<file path="src/rtl/fft8_frame_loader_if.sv">
// fft8_frame_loader_if: sample-stream and frame-bus signals of the FFT frame loader.
// The master side is the environment: it drives samples and flush, and accepts frames.
// The slave side is the loader itself.
interface fft8_frame_loader_if #(
   parameter int DW  = 9,
   parameter int NPT = 8
);
   logic                in_valid;
   logic                in_ready;
   logic [DW-1:0]       in_data;
   logic                flush;
   logic                out_valid;
   logic                out_ready;
   logic [NPT*DW-1:0]   out_data;

   modport master (
      output in_valid,
      input  in_ready,
      output in_data,
      output flush,
      input  out_valid,
      output out_ready,
      input  out_data
   );

   modport slave (
      input  in_valid,
      output in_ready,
      input  in_data,
      input  flush,
      output out_valid,
      input  out_ready,
      output out_data
   );
endinterface

</file>
<file path="src/rtl/fft8_frame_loader.sv">
// fft8_frame_loader: collects a serial stream of signed samples into 8-sample frames.
// It uses two ping-pong banks: one bank fills while the other is presented on the
// parallel bus until the FFT side takes it.
// Optional macro FFT8_BITREV_EN: when it is defined, samples are written in
// bit-reversed slot order, so out_data slot k holds sample bitrev3(k).
module fft8_frame_loader #(
   parameter int DW  = 9,
   parameter int NPT = 8
) (
   input  logic                  clk,
   input  logic                  rst_n,
   fft8_frame_loader_if.slave    bus,
   output logic [2:0]            wr_cnt,
   output logic [7:0]            frame_cnt
);

   // The 3-bit pointers and the bit-reverse map only make sense for 8 points.
   if (NPT != 8) begin : g_npt_check
      $error("fft8_frame_loader: NPT must be 8");
   end

   logic [DW-1:0] mem [2][NPT];
   logic [1:0]    full_q, full_d;
   logic          wr_bank_q, wr_bank_d;
   logic          rd_bank_q, rd_bank_d;
   logic [2:0]    wr_ptr_q, wr_ptr_d;
   logic [7:0]    frame_cnt_q, frame_cnt_d;
   logic [2:0]    wr_slot;
   logic          wr_fire;
   logic          out_fire;

   // Handshake qualifiers. in_ready depends only on registered state, so out_ready
   // cannot reach in_ready in the same cycle. A flush drops a write in the same cycle.
   always_comb begin
      bus.in_ready  = ~full_q[wr_bank_q];
      bus.out_valid = full_q[rd_bank_q];
      wr_fire       = bus.in_valid & ~full_q[wr_bank_q] & ~bus.flush;
      out_fire      = full_q[rd_bank_q] & bus.out_ready;
      wr_cnt        = wr_ptr_q;
      frame_cnt     = frame_cnt_q;
   end

   // Map the write pointer to a storage slot. In bit-reverse mode, the reorder is done
   // here on the write address, so the read side stays a plain bank select.
   always_comb begin
`ifdef FFT8_BITREV_EN
      wr_slot = {wr_ptr_q[0], wr_ptr_q[1], wr_ptr_q[2]};
`else
      wr_slot = wr_ptr_q;
`endif
   end

   // Next-state control for the bank flags, the bank selects, the write pointer and the frame counter.
   always_comb begin
      full_d      = full_q;
      wr_bank_d   = wr_bank_q;
      rd_bank_d   = rd_bank_q;
      wr_ptr_d    = wr_ptr_q;
      frame_cnt_d = frame_cnt_q;

      // Release the presented bank. A write and a read never target the same bank
      // in the same cycle, so both updates can apply together.
      if (out_fire) begin
         full_d[rd_bank_q] = 1'b0;
         rd_bank_d         = ~rd_bank_q;
         frame_cnt_d       = frame_cnt_q + 8'd1;
      end

      if (bus.flush) begin
         wr_ptr_d = 3'd0;
      end else if (wr_fire) begin
         if (wr_ptr_q == 3'd7) begin
            wr_ptr_d          = 3'd0;
            full_d[wr_bank_q] = 1'b1;
            wr_bank_d         = ~wr_bank_q;
         end else begin
            wr_ptr_d = wr_ptr_q + 3'd1;
         end
      end
   end

   // Control state registers.
   always_ff @(posedge clk or negedge rst_n) begin
      if (!rst_n) begin
         full_q      <= 2'b00;
         wr_bank_q   <= 1'b0;
         rd_bank_q   <= 1'b0;
         wr_ptr_q    <= 3'd0;
         frame_cnt_q <= 8'd0;
      end else begin
         full_q      <= full_d;
         wr_bank_q   <= wr_bank_d;
         rd_bank_q   <= rd_bank_d;
         wr_ptr_q    <= wr_ptr_d;
         frame_cnt_q <= frame_cnt_d;
      end
   end

   // Sample storage. A flush does not need to clear a partial bank, because every
   // slot is rewritten before that bank can be marked full again.
   always_ff @(posedge clk or negedge rst_n) begin
      if (!rst_n) begin
         for (int b = 0; b < 2; b++) begin
            for (int k = 0; k < NPT; k++) begin
               mem[b][k] <= '0;
            end
         end
      end else if (wr_fire) begin
         mem[wr_bank_q][wr_slot] <= bus.in_data;
      end
   end

   // Present the read bank on the parallel frame bus, with slot k at bits [k*DW +: DW].
   always_comb begin
      bus.out_data = '0;
      for (int k = 0; k < NPT; k++) begin
         bus.out_data[k*DW +: DW] = mem[rd_bank_q][k];
      end
   end

endmodule

</file>
<file path="src/flat_wrapper.sv">
// flat-port wrapper written by rule: the top's interface ports become plain ports
module fft8_frame_loader_flat 
#(
   parameter int DW  = 9,
   parameter int NPT = 8
)
  (clk, rst_n, wr_cnt, frame_cnt, bus_in_valid, bus_in_ready, bus_in_data, bus_flush, bus_out_valid, bus_out_ready, bus_out_data);
  fft8_frame_loader_if #(.DW(DW), .NPT(NPT)) bus_i ();
  input  logic clk;
  input  logic rst_n;
  output logic [2:0] wr_cnt;
  output logic [7:0] frame_cnt;
  input wire logic [$bits(bus_i.in_valid)-1:0] bus_in_valid;
  output wire logic [$bits(bus_i.in_ready)-1:0] bus_in_ready;
  input wire logic [$bits(bus_i.in_data)-1:0] bus_in_data;
  input wire logic [$bits(bus_i.flush)-1:0] bus_flush;
  output wire logic [$bits(bus_i.out_valid)-1:0] bus_out_valid;
  input wire logic [$bits(bus_i.out_ready)-1:0] bus_out_ready;
  output wire logic [$bits(bus_i.out_data)-1:0] bus_out_data;
  assign bus_i.in_valid = bus_in_valid;
  assign bus_in_ready = bus_i.in_ready;
  assign bus_i.in_data = bus_in_data;
  assign bus_i.flush = bus_flush;
  assign bus_out_valid = bus_i.out_valid;
  assign bus_i.out_ready = bus_out_ready;
  assign bus_out_data = bus_i.out_data;
  fft8_frame_loader #(.DW(DW), .NPT(NPT)) u_core (.clk(clk), .rst_n(rst_n), .bus(bus_i), .wr_cnt(wr_cnt), .frame_cnt(frame_cnt));
endmodule
</file>
<file path="config.mk">
export PLATFORM = sky130hd
export DESIGN_NAME = fft8_frame_loader_flat
export DESIGN_NICKNAME = d
export VERILOG_FILES = /design/src/rtl/fft8_frame_loader_if.sv /design/src/rtl/fft8_frame_loader.sv /design/src/flat_wrapper.sv
export SDC_FILE = /design/constraint.sdc
export NUM_CORES = 1
export LEC_CHECK = 0
export BUFFER_PORTS_ARGS = -buffer_cell sky130_fd_sc_hd__buf_2
export CAP_MARGIN = 20
export CORE_MARGIN = 2
export CORE_UTILIZATION = 35
export CTS_CLUSTER_SIZE = 20
export DETAILED_ROUTE_END_ITERATION = 12
export PLACE_DENSITY = 0.52
export SLEW_MARGIN = 20
export SYNTH_ARGS = -nofsm -noshare
export SYNTH_HDL_FRONTEND = slang
export SYNTH_SLANG_ARGS = --single-unit
</file>
<file path="constraint.sdc">
create_clock -name clk -period 4.8 [get_ports clk]
set_clock_uncertainty 0.2 [all_clocks]
set_input_delay 0.72 -clock clk [delete_from_list [all_inputs] [get_ports clk]]
set_output_delay 0.72 -clock clk [all_outputs]
set_load 0.02 [all_outputs]
</file>
* After elaboration in Yosys (flattened, before gate mapping)
Cells that the tools add are included.
** Storage, ports and cells
- Flip-flop bits (word level) :: 159
** Cells by class
- Add/subtract/negate cells :: 2
- $lt $le $gt $ge :: 9
- Equal/unequal tests :: 1
- Multiplexer cells :: 23
- Bitwise logic cells :: 13
- Reductions and logical operators :: 6
** Operators by type and width (number)
- 72-bit two-way mux :: 4
- 144-bit bitwise mux :: 1
- 72-bit demux with 1-bit select :: 1
- 9-bit demux with 3-bit select :: 1
- 3-bit two-way mux :: 3
- 9-bit two-way mux :: 1
- 8-bit by 1-bit adder with 8-bit output, second input constant :: 1
- 2-bit two-way mux :: 4
- 1-bit two-way mux :: 6
- 2-bit >= comparator, second input constant :: 2
- 4-bit >= comparator, second input constant :: 1
- 1-bit logical AND :: 4
- 1-bit by 2-bit less-than comparator with 1-bit output, second input constant :: 2
- 4-bit by 1-bit less-than comparator with 1-bit output, second input constant :: 1
- 1-bit NOT :: 4
- 1-bit NOT with 2-bit output :: 2
- 3-bit NOT with 4-bit output :: 1
- 3-bit by 1-bit adder with 3-bit output, second input constant :: 1
- 1-bit AND :: 3
- 3-bit equality test, second input constant :: 1
- 3-bit AND reduction :: 1
- 2-bit AND :: 1
- 1-bit demux with 1-bit select :: 2
- 1-bit >= comparator, second input constant :: 2
- 4 further kinds :: 4

* Logic depth before layout (Yosys ltp)
- Depth after elaboration :: 11
- Depth in mapped cells :: 5

* Least setup slack after synthesis
Ideal clock, no wire load.
- Kind :: reg2out
- Start :: reg u_core.rd_bank_q
- End :: out bus_out_data[0]
- Arrival time :: 1427 ps
- Required time :: 3880 ps
- Slack :: 2453 ps
- Stages on the path, launching flop included :: 5
- Path through :: dfrtp_1 -> clkbuf_1 -> clkbuf_1 -> buf_2 -> mux2_2
** On the way
- Cells in the longest elaborated chain, start to end :: 4
** Ends and longest elaborated chain
- start, declared :: RTL line fft8_frame_loader.sv:25 : logic rd_bank_q, rd_bank_d;
- start signal, assigned :: RTL line fft8_frame_loader.sv:93 : rd_bank_q <= rd_bank_d;
- 1-bit NOT with 2-bit output (implied by the code) :: RTL line fft8_frame_loader.sv:117 : bus.out_data[k*DW +: DW] = mem[rd_bank_q][k];
- 72-bit two-way mux (implied by the code) (3 in a row) :: RTL line fft8_frame_loader.sv:117
- end, declared :: RTL line flat_wrapper.sv:19 : output wire logic [$bits(bus_i.out_data)-1:0] bus_out_data;
No other way between the ends. The select of a mux whose other input is x is not followed.

* Worst setup path in the final report
- Start :: reg u_core.rd_bank_q
- End :: out bus_out_valid
** On the way
- Cells in the longest elaborated chain, start to end :: 2
** Ends and longest elaborated chain
- 1-bit two-way mux (implied by the code) (2 in a row) :: RTL line fft8_frame_loader.sv:36 : bus.out_valid = full_q[rd_bank_q];
- end, declared :: RTL line flat_wrapper.sv:17 : output wire logic [$bits(bus_i.out_valid)-1:0] bus_out_valid;
No other way between the ends. The select of a mux whose other input is x is not followed.

==> report_table.html <==
<table>
<tr><th>Metric</th><th>Value</th></tr>
<tr><th colspan="2">Place</th></tr>
<tr><td>Count of placed standard cells including taps</td><td>just over 800</td></tr>
<tr><td>Final estimated routing congestion in global placement</td><td>0.722</td></tr>
<tr><td>HPWL after DPL</td><td>10500 um</td></tr>
<tr><td>I/O Buffers</td><td>98</td></tr>
<tr><th colspan="2">Clocking</th></tr>
<tr><td>Buffers inserted during post-CTS setup optimization</td><td>0</td></tr>
<tr><td>Number of buffers between clock root and the deepest sink</td><td>2</td></tr>
<tr><td>CTS tree</td><td>built</td></tr>
<tr><td>Clock input transition at the sequential cells of the worst setup and hold paths</td><td>0.06 ns</td></tr>
<tr><td>Total number of H-tree levels</td><td>4</td></tr>
<tr><td>Clock root buffer master</td><td>sky130_fd_sc_hd__clkbuf_16</td></tr>
<tr><td>Worst skew pair latency</td><td>0.41 ns</td></tr>
<tr><td>Post-cts resize count</td><td>0</td></tr>
<tr><td>Total clock sinks</td><td>between 150 and 200</td></tr>
<tr><td>CTS Hold Buffers Added</td><td>0</td></tr>
<tr><td>Inserted Clock Buffers</td><td>17</td></tr>
<tr><th colspan="2">Logic synthesis</th></tr>
<tr><td>Fraction of the mapped netlist area in adder cells</td><td>0.00532</td></tr>
<tr><td>Post-Syn Nets</td><td>489</td></tr>
<tr><td>Synth Warn #</td><td>0</td></tr>
<tr><td>Largest area contributor in the netlist</td><td>sky130_fd_sc_hd__dfrtp_1</td></tr>
<tr><td>Synthesized area</td><td>0.00705 mm2</td></tr>
<tr><td>Distinct cells, synth</td><td>32</td></tr>
<tr><td>Dominant combinational cell family by area after synthesis</td><td>multiplexers</td></tr>
<tr><td>Multiplexer area fraction after synthesis</td><td>0.349</td></tr>
<tr><td>Simple-gate share of the synthesized area</td><td>0.0509</td></tr>
<tr><td>Compound-cell area share of the yosys netlist</td><td>0.00674</td></tr>
<tr><td>Synthesized-area fraction occupied by xor and xnor cells</td><td>0.00993</td></tr>
<tr><td>Sequential fraction of the synthesis area</td><td>0.564</td></tr>
<tr><td>Top post-synthesis cells by area</td><td>sky130_fd_sc_hd__dfrtp_1 (56%), sky130_fd_sc_hd__mux2_2 (35%), sky130_fd_sc_hd__nor2_4 (0.80%), sky130_fd_sc_hd__clkbuf_1 (0.64%), sky130_fd_sc_hd__xor2_1 (0.62%)</td></tr>
<tr><td>Cells after Synth</td><td>~470</td></tr>
<tr><td>Top cell type's share of synthesized area</td><td>0.564</td></tr>
<tr><td>Synth Area per Inst</td><td>approximately 15 um2</td></tr>
<tr><td>Count of state elements after synthesis</td><td>approximately 160</td></tr>
<tr><th colspan="2">Critical path</th></tr>
<tr><td>Slowest library cell on the worst path</td><td>sky130_fd_sc_hd__dfrtp_2</td></tr>
<tr><td>Critical path launch point type</td><td>flop</td></tr>
<tr><td>Type of the worst setup path</td><td>reg2out</td></tr>
<tr><td>Worst reg-to-reg path cell count</td><td>4</td></tr>
<tr><td>Worst path required time</td><td>3.88 ns</td></tr>
<tr><td>Kind of capture point of the worst setup path</td><td>primary output</td></tr>
<tr><td>Crit Path Max Fanout</td><td>32</td></tr>
<tr><td>Slowest stage delay, CP</td><td>around 0.90 ns</td></tr>
<tr><td>Arrival time worst endpoint</td><td>between 2 and 2.5 ns</td></tr>
<tr><td>Crit-path cells</td><td>buf_4 &gt; mux2_2 &gt; buf_2</td></tr>
<tr><th colspan="2">Global routing</th></tr>
<tr><td>Routing layer with the top usage in global route</td><td>met2</td></tr>
<tr><td>Global-route usage over all layers</td><td>0.158</td></tr>
<tr><td>Via count of the first global-routing pass</td><td>4431</td></tr>
<tr><td>Met1 global-route usage</td><td>0.224</td></tr>
<tr><td>First-pass GRT wire length</td><td>25700 um</td></tr>
<tr><td>Maximum number of pins on one net before global-route repair</td><td>~100</td></tr>
<tr><td>Initial antenna violation count</td><td>0</td></tr>
<tr><td>Congestion Overflow GR</td><td>0</td></tr>
<tr><td>Met3 demand-to-capacity share in global routing</td><td>0.0376</td></tr>
<tr><td>GR met2 Demand/Resource</td><td>0.244</td></tr>
<tr><th colspan="2">Timing</th></tr>
<tr><td>Setup TNS</td><td>0 ns</td></tr>
<tr><td>Worst hold-check slack</td><td>0.237 ns</td></tr>
<tr><td>Number of max-slew violations in the final report</td><td>0</td></tr>
<tr><td>Worst max-slew margin expressed relative to the limit</td><td>0.362</td></tr>
<tr><td>Peak clock frequency supported by timing</td><td>around 0.30 GHz</td></tr>
<tr><td>Slew at the pin with the worst max-slew slack</td><td>0.958 ns</td></tr>
<tr><td>Final hold violation count</td><td>0</td></tr>
<tr><td>Unrepaired setup endpoints after global routing</td><td>false</td></tr>
<tr><td>Fin crit period</td><td>3.29 ns</td></tr>
<tr><td>Count of endpoints failing setup in the final report</td><td>0</td></tr>
<tr><td>Period utilization</td><td>0.685</td></tr>
<tr><th colspan="2">Drt</th></tr>
<tr><td>Per-cell routed wire length</td><td>between 15 and 20 um</td></tr>
<tr><td>Number of iterations in the first detailed-routing pass</td><td>4</td></tr>
<tr><td>DR DRC count</td><td>0</td></tr>
<tr><td>Total via count after detailed routing</td><td>4090</td></tr>
<tr><td>DRT iter0 DRCs</td><td>130</td></tr>
<tr><td>Remaining antenna violation count after routing</td><td>0</td></tr>
<tr><td>Routed vias/inst</td><td>4.84</td></tr>
<tr><td>Total wire length</td><td>16300 um</td></tr>
<tr><th colspan="2">Power and ir drop</th></tr>
<tr><td>Power spent charging and discharging nets</td><td>just over 0.0008 W</td></tr>
<tr><td>Design internal power</td><td>about 0.0024 W</td></tr>
<tr><td>Switching share of power</td><td>0.257</td></tr>
<tr><td>Sequential cell fraction of total power</td><td>0.474</td></tr>
<tr><td>LEAKAGE</td><td>4.30 nW</td></tr>
<tr><td>Power share of the clock group</td><td>0.378</td></tr>
<tr><td>Power density normalized to cell area</td><td>slightly below 400 mW/mm2</td></tr>
<tr><td>Share of total power in combinational logic</td><td>0.148</td></tr>
<tr><td>Worst IR drop on VDD</td><td>0.262 mV</td></tr>
<tr><th colspan="2">Floorplanning</th></tr>
<tr><td>X dimension of the die</td><td>146 um</td></tr>
<tr><td>Height of the die</td><td>146 um</td></tr>
<tr><td>Die Outline Area</td><td>roughly 0.021 mm2</td></tr>
<tr><td>Effective utilization at floorplan</td><td>0.360</td></tr>
<tr><td>Row count</td><td>51</td></tr>
<tr><td>Std-Cell Core Area</td><td>about 0.020 mm2</td></tr>
<tr><td>Top-level port count</td><td>between 90 and 100</td></tr>
<tr><th colspan="2">Run</th></tr>
<tr><td>Max Cap Viol</td><td>0</td></tr>
<tr><th colspan="2">Finish</th></tr>
<tr><td>Leading cell type in the layout, fill and taps excluded</td><td>sky130_fd_sc_hd__mux2_2</td></tr>
<tr><td>Net total in the final layout</td><td>slightly below 600</td></tr>
<tr><td>Area delta synth-&gt;final</td><td>18.2%</td></tr>
<tr><td>Most frequent cells in the layout</td><td>sky130_fd_sc_hd__mux2_2 (217), sky130_fd_sc_hd__dfrtp_1 (158), sky130_fd_sc_hd__buf_2 (97)</td></tr>
<tr><td>Ratio of cells with drive above 1 in the final layout</td><td>0.622</td></tr>
<tr><td>Diode count</td><td>0</td></tr>
<tr><td>Final non-filler cell total</td><td>845</td></tr>
<tr><th colspan="2">Outcome</th></tr>
<tr><td>Status</td><td>finished, final reports clean</td></tr>
<tr><th colspan="2">Hold path</th></tr>
<tr><td>Kind of path behind the tightest hold check</td><td>in2async</td></tr>
</table>
final timing paths:
kind                       slack, ns                  end           startpoint
min in group clk                0.27  u_core.frame_cnt[7]  u_core.frame_cnt[7]
max in group asynchronous       3.15       u_core.mem[90]                rst_n
min reg2reg                     0.27  u_core.frame_cnt[7]  u_core.frame_cnt[7]
min                             0.24       u_core.mem[54]                rst_n
max                             1.51        bus_out_valid     u_core.rd_bank_q
max reg2reg                     2.24  u_core.frame_cnt[1]     u_core.rd_bank_q
cell usage after synthesis, drive strengths merged:
library cell / number
mux2: 218
dfrtp: 159
nand2: 16
clkbuf: 12
nor2: 12
buf: 10
a21oi: 6
nand3: 5
xor2: 5
nor2b: 4
ha: 3
nor3: 3
xnor2: 3
a31oi: 2
and2: 2
and3: 2
nand2b: 2
nand4: 2
and2b: 1
inv: 1
mux2i: 1
nand4b: 1
nor3b: 1
o21ai: 1
layer usage:
metal  vias to the layer above  share of wire
met5                         -              0
met4                         0         0.0084
met3                         7          0.033
met2                        76           0.46
met1                      2126           0.50
li1                       1881              -
worst max-delay path, delay by kind of cell, from the launching register on:
kind / cells / cell delay (ns)
buf+inv: 2 / 0.63
mux: 1 / 0.42
flops: 1 / 0.90
layout make-up:
class                      instances  area (um2)
timing repair buffer             102         527
clock buffer                      26         479
multi-input combinational        290        2980
fill                            1844       11300
clock inverter                     2        35.0
sequential                       159        3980
tap                              265         332
inverter                           1        3.75
power by group through the flow:
stage          Combinational [W]  Sequential [W]  Clock, W
2_1_floorplan           0.000342         0.00152         0
3_3_place_gp            0.000479         0.00155         0
3_5_place_dp            0.000486         0.00155         0
4_1_cts                 0.000489         0.00153   0.00126
5_1_grt                 0.000520         0.00154   0.00131
6_report                0.000478         0.00153   0.00122
flip-flops by register name (all words and copies together), names as in the netlist:
signal            cells
u_core.mem          144
u_core.wr_bank_q      1
u_core.frame_cnt      8
u_core.rd_bank_q      1
u_core.full_q         2
u_core.wr_cnt         3
kinds of logic (layout without fill, tap and decap cells):
kind of cell / Yosys count / count (layout)
flops: 159 / 159
buf+inv: 23 / 131
mux: 219 / 219
fa+ha+maj: 3 / 3
xor+xnor: 8 / 8
simple gates: 51 / 51
compound gates: 9 / 9
per-stage QoR:
step / setup slack (ns) / cell area, um2 / total power, W / util
final: 1.51 / 8340 / 0.00322 / 0.425
after global routing: 1.36 / 8340 / 0.00338 / 0.425
after CTS: 1.47 / 8340 / 0.00327 / 0.425
after detailed placement: 1.93 / 7820 / 0.00204 / 0.399
after global placement: 1.95 / 7820 / 0.00202 / 0.399
after floorplan: 2.45 / 7050 / 0.00186 / -
Note: power is estimated with default switching activity, not from simulation.
